$ cat config.mk
export PLATFORM = sky130hd
export DESIGN_NAME = uart_cmd_parser
export DESIGN_NICKNAME = d
export VERILOG_FILES = /design/src/rtl/uart_cmd_parser.sv
export SDC_FILE = /design/constraint.sdc
export NUM_CORES = 1
export LEC_CHECK = 0
export ABC_AREA = 1
export BUFFER_PORTS_ARGS = -buffer_cell sky130_fd_sc_hd__buf_2
export CORE_MARGIN = 2
export CORE_UTILIZATION = 63
export DETAILED_ROUTE_END_ITERATION = 12
export HOLD_SLACK_MARGIN = 0.06
export PLACE_DENSITY = 0.88
export REMOVE_ABC_BUFFERS = 1
export SYNTH_ARGS = -nofsm -noshare
export SYNTH_HDL_FRONTEND = slang
export SYNTH_SLANG_ARGS = --single-unit
$ cat constraint.sdc
create_clock -name clk -period 4.8 [get_ports clk]
set_input_delay 0.24 -clock clk [delete_from_list [all_inputs] [get_ports clk]]
set_output_delay 0.24 -clock clk [all_outputs]
set_load 0.1 [all_outputs]
$ cat src/rtl/uart_cmd_parser.sv
// Three-byte UART command framer (A5, CMD, ~CMD) that turns valid commands into one-hot action pulses.
// Optional saturating frame-error counter enabled by defining UART_CMD_PARSER_ERRCNT_EN.
module uart_cmd_parser #(
    parameter logic [23:0] TIMEOUT_CYCLES = 24'd10_000_000,
    parameter logic [3:0]  COOLDOWN_SECS  = 4'd3
) (
    input  logic       clk,
    input  logic       rst_n,
    input  logic [7:0] rx_data,
    input  logic       rx_valid,
    input  logic       second,
    input  logic       is_sleeping,
    output logic [5:0] action,
    output logic [7:0] ack_data,
    output logic       ack_valid,
    input  logic       ack_ready,
    output logic [3:0] err_cnt
);

    localparam logic [1:0] ST_IDLE    = 2'd0;
    localparam logic [1:0] ST_SYNC_OK = 2'd1;
    localparam logic [1:0] ST_CMD_OK  = 2'd2;
    localparam logic [1:0] ST_RESP    = 2'd3;

    localparam logic [7:0] SYNC_BYTE    = 8'hA5;
    localparam logic [7:0] ACK_BAD_CHK  = 8'hE1;
    localparam logic [7:0] ACK_BAD_CMD  = 8'hE2;
    localparam logic [7:0] ACK_COOLDOWN = 8'hE3;
    localparam logic [7:0] ACK_ASLEEP   = 8'hE4;

    logic [1:0]  state_q, state_d;
    logic [7:0]  cmd_q, cmd_d;
    logic [23:0] tmo_cnt_q, tmo_cnt_d;
    logic [3:0]  cooldown_q, cooldown_d;
    logic [5:0]  action_q, action_d;
    logic [7:0]  ack_data_q, ack_data_d;
    logic        ack_valid_q, ack_valid_d;

    logic        chk_ok;
    logic        cmd_known;
    logic        accept;
    logic        tmo_hit;
    logic [7:0]  resp_code;

    // Frame evaluation for the CHK byte, in priority order.
    always_comb begin
        chk_ok    = (rx_data == ~cmd_q);
        cmd_known = (cmd_q >= 8'h01) && (cmd_q <= 8'h06);
        accept    = 1'b0;
        if (!chk_ok) begin
            resp_code = ACK_BAD_CHK;
        end else if (!cmd_known) begin
            resp_code = ACK_BAD_CMD;
        end else if (is_sleeping && (cmd_q != 8'h05)) begin
            resp_code = ACK_ASLEEP;
        end else if (cooldown_q != 4'd0) begin
            resp_code = ACK_COOLDOWN;
        end else begin
            resp_code = 8'h80 | cmd_q;
            accept    = 1'b1;
        end
        tmo_hit = ((state_q == ST_SYNC_OK) || (state_q == ST_CMD_OK)) && !rx_valid
                  && (tmo_cnt_q == TIMEOUT_CYCLES - 24'd1);
    end

    // NOTE: every signal gets a default before the case so no path leaves one unassigned (no latches).
    always_comb begin
        state_d     = state_q;
        cmd_d       = cmd_q;
        tmo_cnt_d   = '0;
        action_d    = '0;
        ack_data_d  = ack_data_q;
        ack_valid_d = ack_valid_q;
        cooldown_d  = cooldown_q;
        if (second && (cooldown_q != 4'd0)) begin
            cooldown_d = cooldown_q - 4'd1;
        end

        case (state_q)
            ST_IDLE: begin
                if (rx_valid && (rx_data == SYNC_BYTE)) begin
                    state_d = ST_SYNC_OK;
                end
            end
            ST_SYNC_OK: begin
                if (rx_valid) begin
                    cmd_d   = rx_data;
                    state_d = ST_CMD_OK;
                end else if (tmo_hit) begin
                    state_d = ST_IDLE;
                end else begin
                    tmo_cnt_d = tmo_cnt_q + 24'd1;
                end
            end
            ST_CMD_OK: begin
                if (rx_valid) begin
                    state_d     = ST_RESP;
                    ack_valid_d = 1'b1;
                    ack_data_d  = resp_code;
                    if (accept) begin
                        action_d   = 6'b000001 << (cmd_q[2:0] - 3'd1);
                        cooldown_d = COOLDOWN_SECS;
                    end
                end else if (tmo_hit) begin
                    state_d = ST_IDLE;
                end else begin
                    tmo_cnt_d = tmo_cnt_q + 24'd1;
                end
            end
            ST_RESP: begin
                if (ack_ready) begin
                    ack_valid_d = 1'b0;
                    state_d     = ST_IDLE;
                end
            end
            default: state_d = ST_IDLE;
        endcase
    end

    // NOTE: state registers use non-blocking assignments and an asynchronous active-low reset.
    always_ff @(posedge clk or negedge rst_n) begin
        if (!rst_n) begin
            state_q     <= ST_IDLE;
            cmd_q       <= 8'h00;
            tmo_cnt_q   <= '0;
            cooldown_q  <= 4'd0;
            action_q    <= '0;
            ack_data_q  <= 8'h00;
            ack_valid_q <= 1'b0;
        end else begin
            state_q     <= state_d;
            cmd_q       <= cmd_d;
            tmo_cnt_q   <= tmo_cnt_d;
            cooldown_q  <= cooldown_d;
            action_q    <= action_d;
            ack_data_q  <= ack_data_d;
            ack_valid_q <= ack_valid_d;
        end
    end

    assign action    = action_q;
    assign ack_data  = ack_data_q;
    assign ack_valid = ack_valid_q;

`ifdef UART_CMD_PARSER_ERRCNT_EN
    logic       err_inc;
    logic [3:0] err_cnt_q, err_cnt_d;

    // Bad checksum/command, inter-byte timeout and bytes arriving while a response is pending.
    always_comb begin
        err_inc = tmo_hit
                  || ((state_q == ST_RESP) && rx_valid)
                  || ((state_q == ST_CMD_OK) && rx_valid && (!chk_ok || !cmd_known));
        err_cnt_d = err_cnt_q;
        if (err_inc && (err_cnt_q != 4'hF)) begin
            err_cnt_d = err_cnt_q + 4'd1;
        end
    end

    always_ff @(posedge clk or negedge rst_n) begin
        if (!rst_n) begin
            err_cnt_q <= 4'h0;
        end else begin
            err_cnt_q <= err_cnt_d;
        end
    end

    assign err_cnt = err_cnt_q;
`else
    assign err_cnt = 4'h0;
`endif

endmodule
==> impl_metrics.py, run 1 <==
metrics = {
    "route": {
        "wl_per_cell_um": 12.6,
        "vias": 2735,
        "drtAntennaViolNets": 0,
        "drt_iter0_drc": 229,
        "viasPerCell": 5.13,
        "drc": 0,
        "first_pass_iters": 5,
        "wirelength_um": 6730,
    },
    "power": {
        "power.density_mw_per_mm2": 449,
        "power.leakage_uw": 0.00164,
        "power.total_uw": 1530,
        "max-vdd-ir-drop_mv": 0.432,
    },
    "flow_run": {
        "max_cap_violations": 0,
    },
    "grt": {
        "grt_util_met3": 0.0339,
        "grt_use_total": 0.275,
        "grt_busiest_layer": "met2",
        "antenna_found_initial": 0,
        "grt_overflow": 0,
        "met2_usage": 0.476,
        "grt_max_degree": 54,
        "use_met1": 0.362,
        "grt_pass1_vias": 2647,
        "grt_pass1_wl_um": 11600,
    },
    "place": {
        "gp_congestion": 0.892,
        "place_ws_ns": 2.96,
        "numPortBuffers": 28,
        "hpwl_um": 5030,
    },
    "synthesis": {
        "syn_inst": 433,
        "ys_ff_latch": 53,
        "ys_top_cells_by_count": "nand2_1, nor2_1, inv_1, dfrtp_1, nand3_1",
        "yosys.area.top_type": "dfrtp_1",
        "synth_edf_count": 0,
        "ys_top_cells_by_area": "dfrtp_1, nand2_1, nor2_1",
        "synth-compound-area-share": 0.0460,
        "synth_mux_area_frac": 0,
        "synthAdderAreaFrac": 0.0363,
        "synth_area_per_cell_sq_um": 7.16,
        "yosys_warnings": 0,
        "synth_xor_area_frac": 0.0311,
        "synth_top_family_by_area": "simple AND/OR/NAND/NOR gates",
        "synth_top_flop_cell": "dfrtp_1",
        "synth-simple-area-share": 0.369,
        "async_reset_ff_frac": 1.00,
        "synth_cell_type_count": 31,
        "synth.most_common_cell": "nand2_1",
        "ys_seq_area_frac": 0.428,
        "synth.cell_area_sq_mm": 0.00310,
        "yosysTopAreaCellShare": 0.428,
    },
    "hold_path": {
        "min_path_type": "in -> reg",
    },
    "worst_setup_path": {
        "cp_top_family": "simple AND/OR/NAND/NOR gates",
        "crit_required_ns": 5.05,
        "path_buf_inv": 3,
        "cpPeakStageDelay_ns": 0.42,
        "cp-end-kind": "register",
        "cp-start-kind": "register",
        "path_cells": "inv_1, ha_1, inv_1, nor2_1, inv_1, nor2_1, nand2_1, nor2_1",
        "slowest_stage": "dfrtp_1",
        "worstPathArrival_ns": 2.14,
        "crit_type": "reg -> reg",
        "worstPathMaxFanout": 6,
    },
    "die": {
        "initial_core_util": 0.657,
        "die_y_um": 74.2,
        "die_w_um": 74.2,
        "core_area_sq_mm": 0.00472,
        "row_count": 25,
        "io_pins": 33,
        "die_area_sq_mm": 0.00550,
    },
    "cts": {
        "cts_setup_buffers": 0,
        "clk_pin_slew_ns": 0.10,
        "clk-insertion-delay-late_ns": 0.31,
        "clockBufferDepth": 2,
        "clock-sinks": 53,
        "htree_levels": 2,
        "cts_tree": "done",
        "numCtsBuffers": 5,
        "root_buffer": "clkbuf_8",
        "cts_resized": 0,
    },
    "layout": {
        "diodes": 0,
        "nNetsFinal": 488,
        "drive_above_1_share": 0.109,
        "area_growth_pct": 9.44,
    },
    "timing": {
        "max-slew-margin-rel": 0.559,
        "rsz0062_at_grt": "false",
        "maxSlewViolCount": 0,
        "max_freq_mhz": 529,
        "finalSetupTns_ns": 0,
        "worst_pin_slew_ns": 0.662,
        "hold_viol": 0,
        "setup_violations": 0,
        "fin_crit_sh": 0.394,
        "layout_setup_ws_ns": 2.91,
        "period_minus_slack_ns": 1.89,
        "fin_worst_skew_ns": 0.00859,
    },
    "run_status": {
        "status": "finished clean",
    },
}
[flip-flops by register name (all words and copies together), names as in the netlist]
signal and flops:
state_q 2, cooldown_q 4, ack_data 8, cmd_q 8, ack_valid 1, action 6
tmo_cnt_q 24
[timing repair]
item                       4_1_cts  5_1_grt
setup endpoints to repair        0        0
hold endpoints to repair        22        0
hold buffers                     1        0
[final timing paths]
kind / slack [ns] / start / to / cells after the start
setup / recovery: 2.91 / state_q[1] / tmo_cnt_q[15] / 8
hold / removal: 0.21 / rx_data[6] / cmd_q[6] / 3
setup reg to reg: 2.91 / state_q[1] / tmo_cnt_q[15] / 8
hold reg to reg: 0.48 / ack_data[7] / ack_data[7] / 1
max in group asynchronous: 3.79 / rst_n / cmd_q[5] / 3
min in group asynchronous: 0.56 / rst_n / tmo_cnt_q[7] / 3
[layout by cell type, fill, tap and decap left out, types with 2 or more instances in the layout]
cell type  Yosys  routed
nand3_1       22      22
clkinv_4       0       2
o21ai_0        9       9
nor3_1        15      15
xor2_1        10      10
nand2_1      110     110
buf_2          2      28
dfrtp_1       53      53
inv_1         58      58
nor3_2         2       2
conb_1         1       4
or2_2          2       2
nor2_1        97      97
a21oi_1       12      12
clkbuf_8       0       5
nand4_1        9       9
nand2_4        2       2
nor2_4         3       3
ha_1           9       9
[metrics by stage]
stage	utilization	area [sq um]	hold WS (ns)	instances
finish	0.719	3390	0.211	533
global route	0.719	3390	0.230	533
global placement	0.696	3290	0.390	524
CTS	0.719	3390	0.210	533
detailed placement	0.696	3290	0.399	524
floorplan	-	3060	-0.0556	428
[per-layer routing]
| metal | up-vias | wire [um] |
|---|---|---|
| met5 | - | 0 |
| met4 | 0 | 177 |
| met3 | 21 | 266 |
| met2 | 94 | 3260 |
| met1 | 1226 | 3020 |
| li1 | 1394 | - |
[worst reg2reg max path: stages (launching register included)]
cell	delay (ns)
dfrtp_1	0.42
inv_1	0.13
ha_1	0.29
inv_1	0.04
nor2_1	0.27
inv_1	0.10
nor2_1	0.37
nand2_1	0.09
nor2_1	0.11
[kinds of logic after synthesis]
group | after synthesis
compound gates | 25
other cells | 1
xor+xnor | 11
fa+ha+maj | 9
simple gates | 267
buf+inv | 67
flops | 53
[layout make-up]
cell class | instances | area (sq um)
clock buffer | 5 | 68.8
fill | 385 | 1330
inverter | 59 | 221
sequential | 53 | 1330
multi-input combinational | 316 | 1510
clock inverter | 3 | 26.3
timing repair buffer | 30 | 158
tap | 67 | 83.8
[report_power, final]
part	total, uW	leakage (uW)	switching (uW)	internal (uW)
clock	262	0.0000487	155	107
combinational	641	0.000904	488	153
sequential	623	0.000686	83.9	539
total	1530	0.00164	727	798
Note: power is estimated with default switching activity, not from simulation.
==> run 2, diff against run 1 <==
- CORE_UTILIZATION: 63 -> 59
- PLACE_DENSITY: 0.88 -> 0.83
- clock period: 4.8 -> 1.8 ns (I/O delays scaled with it)
==> run 2 against run 1 <==
  * Sequential cell count unchanged
  * Die area increased by 6.4%
  * Wire length decreased by 1.0%
  * Highest routed layer unchanged
  * Total power increased to 2.7 times the previous value
  * Global-route usage decreased by 3.3 points
  * Hold slack got worse by 0.13 ns
  * Register-to-register slack got worse by 2.8 ns
  * Largest power group unchanged
  * Critical path type unchanged
  * Final area increased by 2.6%
  * Core utilization decreased by 3.2 points
==> impl_metrics.py, run 2 (same netlist as run 1, synthesis figures left out) <==
metrics = {
    "timing": {
        "fin_worst_skew_ns": 0.00819,
        "hold_viol": 0,
        "fin_hold_ws_ns": 0.0773,
        "worst_pin_slew_ns": 0.657,
        "max-slew-margin-rel": 0.562,
        "max_freq_mhz": 609,
        "period_minus_slack_ns": 1.64,
        "finalSetupTns_ns": 0,
        "setup_violations": 0,
        "fin_crit_sh": 0.913,
        "maxSlewViolCount": 0,
        "rsz0062_at_grt": "false",
    },
    "grt": {
        "grt_pass1_vias": 2624,
        "grt_busiest_layer": "met2",
        "grt_max_degree": 54,
        "met2_usage": 0.413,
        "use_met1": 0.314,
        "grt_overflow": 0,
        "grt_util_met3": 0.0403,
        "antenna_found_initial": 0,
        "grt_use_total": 0.242,
        "grt_pass1_wl_um": 11600,
    },
    "cts": {
        "clk_pin_slew_ns": 0.10,
        "htree_levels": 2,
        "clockBufferDepth": 2,
        "clock-sinks": 53,
        "root_buffer": "clkbuf_8",
        "numCtsBuffers": 5,
        "clk-insertion-delay-late_ns": 0.31,
        "cts_tree": "done",
    },
    "hold_path": {
        "hold_path_depth": 3,
        "min_from": "rx_data[7]",
        "min_path_type": "in -> reg",
        "hold_path_end": "cmd_q[7]",
    },
    "route": {
        "drt_iter0_drc": 217,
        "wirelength_um": 6660,
        "drc": 0,
        "viasPerCell": 5.10,
        "vias": 2775,
        "wl_per_cell_um": 12.2,
        "first_pass_iters": 5,
        "drtAntennaViolNets": 0,
    },
    "layout": {
        "diodes": 0,
        "nFillCells": 440,
        "final_cell_mix": "nand2_1, nor2_1, inv_1",
        "nNetsFinal": 496,
        "regMostFlops": "tmo_cnt_q",
        "seq_area_sq_mm": 0.00133,
        "drive_above_1_share": 0.127,
        "area_growth_pct": 12.3,
        "multiInputGateArea_sq_mm": 0.00152,
        "mostFrequentLayoutCell": "nand2_1",
        "largest_reg_flops": 24,
    },
    "power": {
        "max-vdd-ir-drop_mv": 0.932,
        "power.leakage_uw": 0.00168,
        "power.density_mw_per_mm2": 1200,
    },
    "die": {
        "die_w_um": 76.5,
        "die_area_sq_mm": 0.00585,
        "core_area_sq_mm": 0.00507,
        "initial_core_util": 0.611,
        "row_count": 26,
        "io_pins": 33,
        "die_y_um": 76.5,
    },
    "worst_setup_path": {
        "worstPathArrival_ns": 1.85,
        "cp-end-kind": "register",
        "reg2reg_slack_ns": 0.16,
        "worstPathMaxFanout": 6,
        "rr_worst_depth": 11,
        "crit_type": "reg -> reg",
        "cp-start-kind": "register",
        "crit_required_ns": 2.01,
        "rr_startpoint": "tmo_cnt_q[1]",
        "worstReg2RegEnd": "tmo_cnt_q[19]",
    },
    "place": {
        "hpwl_um": 4980,
        "numPortBuffers": 28,
        "gp_congestion": 0.938,
    },
    "flow_run": {
        "max_cap_violations": 0,
    },
    "run_status": {
        "status": "finished clean",
    },
}
-- run 2: cell count changes in the layout (fill, tap and decap cells not counted) --
cell	before	now
nor2_4	3	4
ha_2	0	1
buf_12	0	1
ha_1	9	8
buf_4	1	7
dlygate4sd3_1	1	2
nor2_1	97	96
-- run 2: cell type report --
type | instances | share of cell area
multi-input cells | 316 | 0.436
flip-flops and latches | 53 | 0.381
repair buffers | 38 | 0.0668
inverters | 59 | 0.0636
well taps | 70 | 0.0251
clock buffers | 5 | 0.0198
clock inverters | 3 | 0.00754
-- run 2: metrics by stage --
step | worst slack, ns | util | instance area [sq um] | std cells | power (uW)
after global routing | 0.0115 | 0.686 | 3480 | 544 | 4480
after floorplan | 0.235 | - | 3060 | 428 | 3010
after detailed placement | 0.0493 | 0.655 | 3320 | 531 | 3440
after global placement | 0.169 | 0.655 | 3320 | 531 | 3370
final | 0.157 | 0.686 | 3480 | 544 | 4170
after CTS | 0.0307 | 0.678 | 3440 | 541 | 4150
-- run 2: layer usage --
layer	share of wire	routed length (um)
met3	0.052	347
met1	0.44	2900
met2	0.49	3270
met4	0.021	137
met5	0	0
-- run 2: worst max-delay path by stage --
| stage | startpoint | endpoint | slack, ns | cells after the start |
|---|---|---|---|---|
| 6_report | tmo_cnt_q[1] | tmo_cnt_q[19] | 0.16 | 11 |
| 2_1_floorplan | tmo_cnt_q[0] | tmo_cnt_q[10] | 0.23 | 8 |
| 3_5_place_dp | tmo_cnt_q[1] | tmo_cnt_q[18] | 0.05 | 8 |
| 4_1_cts | tmo_cnt_q[1] | tmo_cnt_q[18] | 0.03 | 8 |
| 3_3_place_gp | tmo_cnt_q[1] | tmo_cnt_q[17] | 0.17 | 8 |
| 5_1_grt | state_q[0] | ack_data[6] | 0.01 | 9 |
-- run 2: where the power goes --
part | switching, uW | internal, uW | total, uW
logic | 1320 | 487 | 1800
clock network | 425 | 284 | 709
registers | 218 | 1440 | 1660
total | 1960 | 2210 | 4170
-- run 2: worst max-delay path: stages, from the launching register on --
cell and delay [ns]:
dfrtp_1 0.41, ha_2 0.23, nand2_2 0.08, nor2_4 0.16, nand2_4 0.09, nor2_4 0.11, inv_2 0.06, nor2_1 0.10
nor2_1 0.05, buf_4 0.15, nand2_1 0.06, nor2_1 0.04
-- run 2: what timing repair did --
item	in CTS	in global routing
hold buffers	2	0
buffers inserted	0	3
gates resized for setup	0	3
setup endpoints to repair	0	20
hold endpoints to repair	54	0
==> run 3, diff against run 2 <==
- REMOVE_ABC_BUFFERS: 1 -> default
==> run 3 against run 2 <==
  * Clock-buffer cell count is the same
  * Core utilization down 0.12 points
  * Sequential share of layout area grew 0.069 points
  * First-iteration DRC count is 10% lower
  * Sequential power is essentially flat
  * Via count shrank 1.3%
  * Sequential cell count unchanged
  * Largest cell class unchanged
  * Non-clock buffer count increased by 1
==> impl_metrics.py, run 3 (same netlist as run 1, synthesis figures left out) <==
metrics = {
    "worst_setup_path": {
        "crit_required_ns": 2.00,
        "path_cells": "inv_2, ha_2, nand2_1, nor2_1, nand3_1, nor2_4, nand3_2, inv_1, nor2_1",
        "path_buf_inv": 2,
        "worstPathArrival_ns": 1.86,
        "reg2reg_slack_ns": 0.15,
        "cp-end-kind": "register",
        "cp-start-kind": "register",
        "cpMostUsedCell": "nor2_1",
        "cp_top_family": "simple AND/OR/NAND/NOR gates",
        "worstPathMaxFanout": 6,
        "crit_type": "reg -> reg",
        "cpPeakStageDelay_ns": 0.43,
        "slowest_stage": "dfrtp_1",
    },
    "power": {
        "power.leakage_uw": 0.00169,
        "max-vdd-ir-drop_mv": 0.987,
        "power.density_mw_per_mm2": 1190,
    },
    "grt": {
        "use_met1": 0.320,
        "met2_usage": 0.427,
        "grt_max_degree": 54,
        "grt_use_total": 0.248,
        "grt_pass1_wl_um": 11700,
        "antenna_found_initial": 0,
        "grt_util_met3": 0.0379,
        "grt_busiest_layer": "met2",
        "grt_pass1_vias": 2589,
        "grt_overflow": 0,
    },
    "timing": {
        "fin_hold_ws_ns": 0.0773,
        "rsz0062_at_grt": "false",
        "finalSetupTns_ns": 0,
        "hold_viol": 0,
        "maxSlewViolCount": 0,
        "max_freq_mhz": 605,
        "period_minus_slack_ns": 1.65,
        "layout_setup_ws_ns": 0.148,
        "worst_pin_slew_ns": 0.656,
        "fin_worst_skew_ns": 0.00528,
        "max-slew-margin-rel": 0.563,
        "setup_violations": 0,
        "fin_crit_sh": 0.918,
    },
    "layout": {
        "regMostFlops": "tmo_cnt_q",
        "area_growth_pct": 12.1,
        "fin_cells": 545,
        "largest_reg_flops": 24,
        "final_cell_mix": "nand2_1, nor2_1, inv_1",
        "nNetsFinal": 497,
        "mostFrequentLayoutCell": "nand2_1",
        "final_util": 0.685,
        "diodes": 0,
        "drive_above_1_share": 0.131,
    },
    "die": {
        "die_w_um": 76.5,
        "io_pins": 33,
        "core_area_sq_mm": 0.00507,
        "row_count": 26,
        "die_area_sq_mm": 0.00585,
        "die_y_um": 76.5,
        "initial_core_util": 0.611,
    },
    "place": {
        "gp_congestion": 0.971,
        "place_ws_ns": 0.0538,
        "dp_cells": 535,
        "numPortBuffers": 28,
        "hpwl_um": 5110,
    },
    "route": {
        "drc": 0,
        "drt_iter0_drc": 195,
        "first_pass_iters": 5,
        "drtAntennaViolNets": 0,
        "viasPerCell": 5.02,
        "wl_per_cell_um": 12.2,
        "vias": 2738,
        "wirelength_um": 6680,
    },
    "cts": {
        "cts_tree": "done",
        "root_buffer": "clkbuf_8",
        "clock-sinks": 53,
        "numCtsBuffers": 5,
        "htree_levels": 2,
        "clk_pin_slew_ns": 0.09,
        "clockBufferDepth": 2,
        "clk-insertion-delay-late_ns": 0.31,
    },
    "hold_path": {
        "min_path_type": "in -> reg",
    },
    "flow_run": {
        "max_cap_violations": 0,
    },
    "run_status": {
        "status": "finished clean",
    },
}
==> run 3: cell types whose count changed in the layout (fill, tap and decap cells not counted) <==
cell           change
buf_4              +2
clkinv_2           +1
dlygate4sd3_1      -1
inv_1              -1
inv_2              +1
inv_6              -1
nor2_1             +1
nor2_4             -1
==> run 3: final timing paths <==
kind | startpoint | endpoint | depth (start not counted)
max | state_q[0] | ack_data[5] | 9
min | rx_data[4] | cmd_q[4] | 3
max reg2reg | state_q[0] | ack_data[5] | 9
min reg2reg | ack_data[7] | ack_data[7] | 1
max in group asynchronous | rst_n | cmd_q[3] | 3
min in group asynchronous | rst_n | tmo_cnt_q[19] | 3
==> run 3: power by group <==
group | internal (uW) | total, uW | switching [uW]
clock | 277 | 681 | 404
sequential | 1440 | 1650 | 209
combinational | 487 | 1820 | 1330
total | 2200 | 4140 | 1940
==> run 3: per-layer routing <==
| metal | vias to the layer above | wire [um] | part of all wire |
|---|---|---|---|
| met1 | 1226 | 2950 | 0.44 |
| met5 | - | 0 | 0 |
| met4 | 0 | 156 | 0.023 |
| li1 | 1416 | - | - |
| met2 | 78 | 3290 | 0.49 |
| met3 | 18 | 280 | 0.042 |
==> run 3: what timing repair did <==
action                                 in CTS  in global routing
setup endpoints to repair                   0                 25
hold buffers                                1                  0
buffers inserted                            0                  1
endpoints found under the hold margin      53                  0
resized for setup                           0                  2
==> run 3: tightest hold or removal path: stages <==
cell and delay [ns]:
buf_2 0.12, nor2_1 0.10, a21oi_1 0.04
==> run 3: cell type report <==
| class | instances | area (sq um) |
|---|---|---|
| clock buffers | 5 | 68.8 |
| clock inverters | 3 | 22.5 |
| fillers | 438 | 1600 |
| inverters | 59 | 221 |
| multi-input cells | 316 | 1510 |
| flip-flops and latches | 53 | 1330 |
| well taps | 70 | 87.6 |
| repair buffers | 39 | 238 |
==> run 3: per-stage QoR <==
stage | cell area [sq um] | power [uW]
after floorplan | 3110 | 3060
after global placement | 3350 | 3370
after detailed placement | 3350 | 3430
after CTS | 3450 | 4120
after global routing | 3480 | 4450
final | 3480 | 4140
